File: config.mk
export PLATFORM = sky130hd
export DESIGN_NAME = countdown_timer
export DESIGN_NICKNAME = d
export VERILOG_FILES = /design/src/rtl/countdown_timer.sv
export SDC_FILE = /design/constraint.sdc
export NUM_CORES = 1
export LEC_CHECK = 0
export CAP_MARGIN = 20
export CORE_MARGIN = 2
export CORE_UTILIZATION = 40
export DETAILED_ROUTE_END_ITERATION = 6
export GPL_TIMING_DRIVEN = 0
export PLACE_DENSITY = 0.65
export SLEW_MARGIN = 20
export SYNTH_ARGS = -nofsm -noshare
export SYNTH_HDL_FRONTEND = slang
export SYNTH_SLANG_ARGS = --single-unit
File: constraint.sdc
create_clock -name clk -period 1.7 [get_ports clk]
set_clock_uncertainty 0.2 [all_clocks]
set_input_delay 0.34 -clock clk [delete_from_list [all_inputs] [get_ports clk]]
set_output_delay 0.34 -clock clk [all_outputs]
set_load 0.005 [all_outputs]
File: src/rtl/countdown_timer.sv
// rtl/countdown_timer.sv - programmable prescaled countdown timer, one-shot or periodic, Moore FSM
module countdown_timer #(
  parameter int WIDTH    = 8,
  parameter int PRESCALE = 1
) (
  input  logic             clk,
  input  logic             rst,
  input  logic [WIDTH-1:0] load_val,
  input  logic             start,
  input  logic             periodic,
  input  logic             pause,
  input  logic             abort,
  output logic [WIDTH-1:0] count,
  output logic             busy,
  output logic             trigger,
  output logic             done
);

  localparam int PW = (PRESCALE > 1) ? $clog2(PRESCALE) : 1;
  localparam logic [PW-1:0] PMAX = PW'(PRESCALE - 1);

  typedef enum logic [2:0] {IDLE, RUN, PAUSED, FIRE, DONE} state_t;

  state_t           state, state_nxt;
  logic [PW-1:0]    presc, presc_nxt;
  logic [WIDTH-1:0] count_r, count_nxt;
  logic [WIDTH-1:0] reload, reload_nxt;
  logic             mode, mode_nxt;
  logic             wrap, expire;

  assign wrap   = (presc == PMAX);
  assign expire = wrap && (count_r == WIDTH'(1));

  always_ff @(posedge clk or negedge rst) begin
    if (!rst) state <= IDLE;
    else      state <= state_nxt;
  end

  // Leaving PAUSED on the edge that sees pause low counts that edge, so each
  // paused cycle costs exactly one cycle of latency.
  always_comb begin
    state_nxt = state;
    if (abort) begin
      state_nxt = IDLE;
    end else if (start) begin
      state_nxt = (load_val == '0) ? FIRE : RUN;
    end else begin
      case (state)
        RUN:     if (pause) state_nxt = PAUSED;
                 else if (expire) state_nxt = FIRE;
        PAUSED:  if (!pause) state_nxt = expire ? FIRE : RUN;
        FIRE:    if (mode) state_nxt = (reload == '0) ? FIRE : RUN;
                 else state_nxt = DONE;
        default: state_nxt = state;
      endcase
    end
  end

  always_comb begin
    busy    = (state == RUN) || (state == PAUSED) || (state == FIRE);
    trigger = (state == FIRE);
    done    = (state == DONE);
  end

  always_comb begin
    presc_nxt  = presc;
    count_nxt  = count_r;
    reload_nxt = reload;
    mode_nxt   = mode;
    if (abort) begin
      presc_nxt = '0;
      count_nxt = '0;
    end else if (start) begin
      reload_nxt = load_val;
      mode_nxt   = periodic;
      presc_nxt  = '0;
      count_nxt  = load_val;
    end else begin
      case (state)
        RUN, PAUSED: begin
          if (!pause) begin
            presc_nxt = wrap ? '0 : presc + PW'(1);
            if (wrap) count_nxt = count_r - WIDTH'(1);
          end
        end
        FIRE: begin
          presc_nxt = '0;
          count_nxt = mode ? reload : '0;
        end
        default: ;
      endcase
    end
  end

  always_ff @(posedge clk or negedge rst) begin
    if (!rst) begin
      presc   <= '0;
      count_r <= '0;
      reload  <= '0;
      mode    <= 1'b0;
    end else begin
      presc   <= presc_nxt;
      count_r <= count_nxt;
      reload  <= reload_nxt;
      mode    <= mode_nxt;
    end
  end

  assign count = count_r;

endmodule

# Word-level counts from Yosys, hierarchy flattened
# Index checks and enable logic that the tools add are counted.
# classes
n_reduce_logical,12
n_addsub,2
n_mux,21
n_eq_ne,9
n_bitwise,2
# op_table
op,count
8-bit two-way mux,5
3-bit two-way mux,6
8-bit zero test,2
8-bit one-hot mux with 2 select lines,1
4-bit != test (second input constant),3
3-bit one-hot mux with 3 select lines,1
8-bit by 1-bit == test with 1-bit output (second input constant),1
8-bit by 1-bit subtractor with 8-bit output (second input constant),1
3-bit by 2-bit == test with 1-bit output (second input constant),2
2-bit two-way mux,3
3-bit AND reduction,2
5-bit != test (second input constant),1
5-bit nonzero test,1
1-bit two-way mux,4
2-bit AND reduction,2
4-bit nonzero test,1
3-bit by 1-bit == test with 1-bit output (second input constant),1
3-bit == test (second input constant),1
1-bit logical OR,2
1-bit NOT,2
1-bit one-hot mux with 2 select lines,1
2-bit OR reduction,1
1-bit adder (second input constant),1
1-bit logical AND,1
# totals
in_bits,14
register_bits,21
wordCells,51

# Logic depth before layout (Yosys ltp)
# depth
ltp_word,7
ltp_mapped,7
depth_no_buf,6

# Worst setup path after synthesis
# Ideal clock, no wire load.
# synth_timing
kind,register to register
start,reg count_r[2] (netlist: count[2])
end,reg state[0]
stages_incl_launch_ff,5
arrival_ns,1.464
path_slack_ns,-0.092
path_buffers,0
setup_ns,0.128
synth_period_minus_slack_ns,1.792
cell_sequence,dfrtp_1 > nor4_4 > a41oi_1 > o21ai_2 > mux2_1
# synth_between
elab_chain_cells,4
# synth_rtl
element,line,source
from (decl),26,"logic [WIDTH-1:0] count_r, count_nxt;"
from (signal assigned),103,count_r <= count_nxt;
8-bit by 1-bit == test with 1-bit output,32,assign expire = wrap && (count_r == WIDTH'(1));
1-bit logical AND,32,
5-bit != test (no source line),-,
3-bit AND reduction (no source line),-,
to (signal assigned),36,else state <= state_nxt;
to (decl),24,"state_t state, state_nxt;"
# No other way between the ends.
# A chain may end at the register's enable or synchronous reset.

# Final worst setup path
# Same ends and word-level chain as after synthesis.

==> metrics list <==
- Detailed Routing Iterations Pass 1: 4
* Mean post-synth cell area: about 9 sq um
* Placed instance area: around 1500 sq um
- In this run the cell area of the synthesized design comes to approximately 1200 sq um.
- The share of total power dissipated in sequential elements is ~41%.
- Yosys printed 0 warnings.
- R2R Path Start: count[2]
- Buffers on Ports: 23
- The number of clock buffers added by TritonCTS is 3.
* Total Wirelength: roughly 3300 um
- After routing, the total negative slack on setup checks comes to -170 ps.
* Number of enable-type register cells in the synthesized netlist: 0
- The flow ran to the end, but the final reports show violations.
* Clock latency on the worst-skew pair: 300 ps
* Proportion of total power due to net switching: a little over a third
- Data on the critical path arrives at its endpoint at around 1800 ps.
- Average via count per standard cell: ~5.7
- Initial core utilization: roughly 41%
* Synthesized instance count: 138
* Minimum clock period: around 1800 ps
- Share of the synthesized area in compound gates (AO/OA/AOI/OAI): between 20% and 30%
- Final Setup Violations: 5
- Die Footprint: between 3000 and 4000 sq um
- The number of nets in the synthesized netlist is about 150.
- Dividing the detail-routed wire length by the instance count gives roughly 16 um.
* Fill count: between 200 and 300
- Total count of hold-check failures in the final report: 0
- Entering global routing, the biggest net connects 21 pins.
* Global route overflow: 0
- The most common cell in the synthesized netlist is sky130_fd_sc_hd__dfrtp_1.
- Cell Pwr Density: around 850 nW/um^2
- Setup repair after global routing missed its margin: yes
- Of the available clock period, the critical path in the final layout requires 103%.
* Post-synthesis mux area share: approximately a tenth
- Fin nets: just under 200
- Leading cell types by count after synthesis: 20 x sky130_fd_sc_hd__dfrtp_1, 16 x sky130_fd_sc_hd__a21oi_1, 16 x sky130_fd_sc_hd__nor2_1
* Initial antenna violation count: 0
- Width of the chip: 59.6 um
- Worst-case headroom to the max-slew limit: approximately 38%
- After floorplanning, the core was sized to cover about 3000 sq um.
- Number of diodes added for antenna fixing: 0
* Prevailing post-synth register cell: sky130_fd_sc_hd__dfrtp_1
- Critical Path Source: count[2]
* Category of the most critical setup path: reg -> reg
- Compared with the post-synthesis result, the final layout area differs by 44.5%.
* Startpoint types: flop
- Worst hold start: start
- Multi-input combinational cell area: slightly below 800 sq um
* Min Hold Slack: ~200 ps
* Fraction of synthesized cell area in xor and xnor cells: under 10%
- The number of different library cells used by synthesis comes to 35.
- Maximum count of clock buffers along a single path: 2
* Util after Layout: about three fifths
- The floorplan has 20 rows.
- CTS H-Tree Depth: 1
- Height of the die: about 60 um
- Main area contributors after synthesis: sky130_fd_sc_hd__dfrtp_1 40%, sky130_fd_sc_hd__mux2_2 7.3%, sky130_fd_sc_hd__a21oi_1 6.5%
* Final max-slew violation count: 0
* Cell at the root of the clock tree: sky130_fd_sc_hd__clkbuf_4
* Fraction of registers with async set or reset after synthesis: 100%
- The number of global-route vias before repair came to ~1200.
- The congestion estimate from routability-driven global placement came to around 0.85.
* Estimated wirelength of the detail-placed design: 2230 um
- Overall track demand over capacity in global routing: about a fifth
- Cell internal power was estimated by the tool at 0.985 mW.
* LEAKAGE: slightly below 0.8 nW
- Prior to clock tree synthesis, the placed netlist has a worst setup slack of -443 ps.
* Top-level port count: 25
* Total placed cells including tap cells: 194
- Of the total power, the clock network draws between 10 and 15%.
- For the pin with the worst max-slew slack, the measured transition is 933 ps.
* Register-to-Register Path Depth: 4
- Share of final-layout standard cells stronger than drive strength 1: a little over a third
- After Yosys synthesis, full adders, half adders and majority gates account for 2.02% of the synthesized area.
* Synth top area share: between 40% and 50%
* Global-route wire length before repair: around 5400 um
- Post-route setup slack: -56.1 ps
- Power consumption: between 1.5 and 2 mW
- Failing checks: setup timing
- Final cell count without fillers: around 210
* Clk pin slew, worst setup/hold paths: 110 ps
- The detailed router placed between 1000 and 1500 vias in this run.
- Worst hold path type: in -> reg
- Peak fanout along the critical path: 3
- Along the worst hold path, the cell count comes to 3.
- Combinational share of power: roughly 44%
* Sequential cell area: between 500 and 600 sq um
- Counting every sink on the clock net gives 20.
- Final instance area: 1790 sq um
- WP data required: ~1700 ps
- After Yosys synthesis, and, or, nand and nor cells account for around a fifth of the synthesized area.
* DRC Markers: 0
- Peak supply drop: between 300 and 400 uV
- Static timing analysis puts the maximum clock frequency at ~570 MHz.
- The largest total area in the synthesized netlist belongs to sky130_fd_sc_hd__dfrtp_1.
* Final antenna-violating net count: 0
- Max-cap violations in this run came to 0.
- Main combinational cell family by area after synthesis: compound AO/OA/AOI/OAI gates
* Flop and latch count out of synthesis: 20
* Switching pwr: between 0.5 and 0.6 mW
- Summing the sequential cell areas from Yosys gives between 40% and 50% of the chip area.
- TritonCTS built the clock tree.
- The worst setup path is captured at a flop.
- Violation count after the first detailed-route iteration: 78
## critical path, cell delays in order (launching register included)
cell and delay (ps):
sky130_fd_sc_hd__dfrtp_2 460, sky130_fd_sc_hd__nor4_4 340, sky130_fd_sc_hd__a41oi_2 150, sky130_fd_sc_hd__o21ai_2 180
sky130_fd_sc_hd__mux2_4 310
## power by group through the flow
stage	registers (mW)	clock network (mW)	logic, mW
detailed placement	0.639	0	0.485
global placement	0.638	0	0.479
global route	0.624	0.245	0.726
finish	0.615	0.225	0.672
CTS	0.611	0.231	0.620
floorplan	0.622	0	0.305
## layout by cell type, fill, tap and decap left out, types with 2 or more instances in the layout
| cell | n |
|---|---|
| sky130_fd_sc_hd__inv_1 | 6 |
| sky130_fd_sc_hd__buf_4 | 12 |
| sky130_fd_sc_hd__a21oi_2 | 4 |
| sky130_fd_sc_hd__nor4_1 | 3 |
| sky130_fd_sc_hd__a21oi_1 | 13 |
| sky130_fd_sc_hd__dlygate4sd2_1 | 9 |
| sky130_fd_sc_hd__nor2_1 | 13 |
| sky130_fd_sc_hd__buf_6 | 7 |
| sky130_fd_sc_hd__o22ai_1 | 2 |
| sky130_fd_sc_hd__nand2_1 | 11 |
| sky130_fd_sc_hd__o21ai_0 | 7 |
| sky130_fd_sc_hd__a41oi_2 | 2 |
| sky130_fd_sc_hd__o21ai_1 | 2 |
| sky130_fd_sc_hd__mux2i_1 | 2 |
| sky130_fd_sc_hd__clkdlybuf4s50_1 | 10 |
| sky130_fd_sc_hd__buf_2 | 3 |
| sky130_fd_sc_hd__a31oi_1 | 4 |
| sky130_fd_sc_hd__dfrtp_1 | 15 |
| sky130_fd_sc_hd__xnor2_1 | 5 |
| sky130_fd_sc_hd__dfrtp_2 | 5 |
| sky130_fd_sc_hd__nor2_2 | 2 |
| sky130_fd_sc_hd__nand3_1 | 2 |
| sky130_fd_sc_hd__mux2_2 | 8 |
| sky130_fd_sc_hd__clkbuf_4 | 5 |
| sky130_fd_sc_hd__o21bai_1 | 2 |
## final timing paths
check	end	slack, ps
max in group asynchronous	count[0]	310
worst max-delay path	state[0]	-60
worst min register to register	reload[6]	350
worst min-delay path	count[7]	200
min in group asynchronous	count[2]	350
worst max register to register	state[0]	-60
## logic make-up after synthesis
kind of cell | count (synthesis)
multiplexers | 11
AND/OR/NAND/NOR | 44
flip-flops | 20
XOR/XNOR | 5
buffers and inverters | 14
AO/OA/AOI/OAI | 42
adder cells (fa/ha/maj) | 2
## layout make-up
class | instances | area share, %
inverters | 7 | 1.61
plain buffers | 7 | 3.29
well taps | 33 | 2.31
repair buffers | 39 | 20.0
flip-flops and latches | 20 | 28.4
clock buffers | 3 | 1.26
multi-input cells | 104 | 43.2
## metal layers
| layer | up-vias | track usage [%] | part of all wire, % |
|---|---|---|---|
| li1 | 579 | - | - |
| met1 | 579 | 25.4 | 43 |
| met2 | 43 | 34.9 | 49 |
| met3 | 12 | 2.18 | 5.0 |
| met4 | 0 | 10.2 | 2.8 |
| met5 | - | 0 | 0 |
## registers in the layout, summed over array words and instances (netlist names)
register,count
state,3
mode,1
reload,8
count,8
## repair_timing
item	4_1_cts	5_1_grt
resized for setup	45	22
buffers inserted	17	0
hold buffers	0	0
pin swaps	6	5
setup endpoints to repair	24	20
No activity file was read; power rests on OpenSTA's default activity.
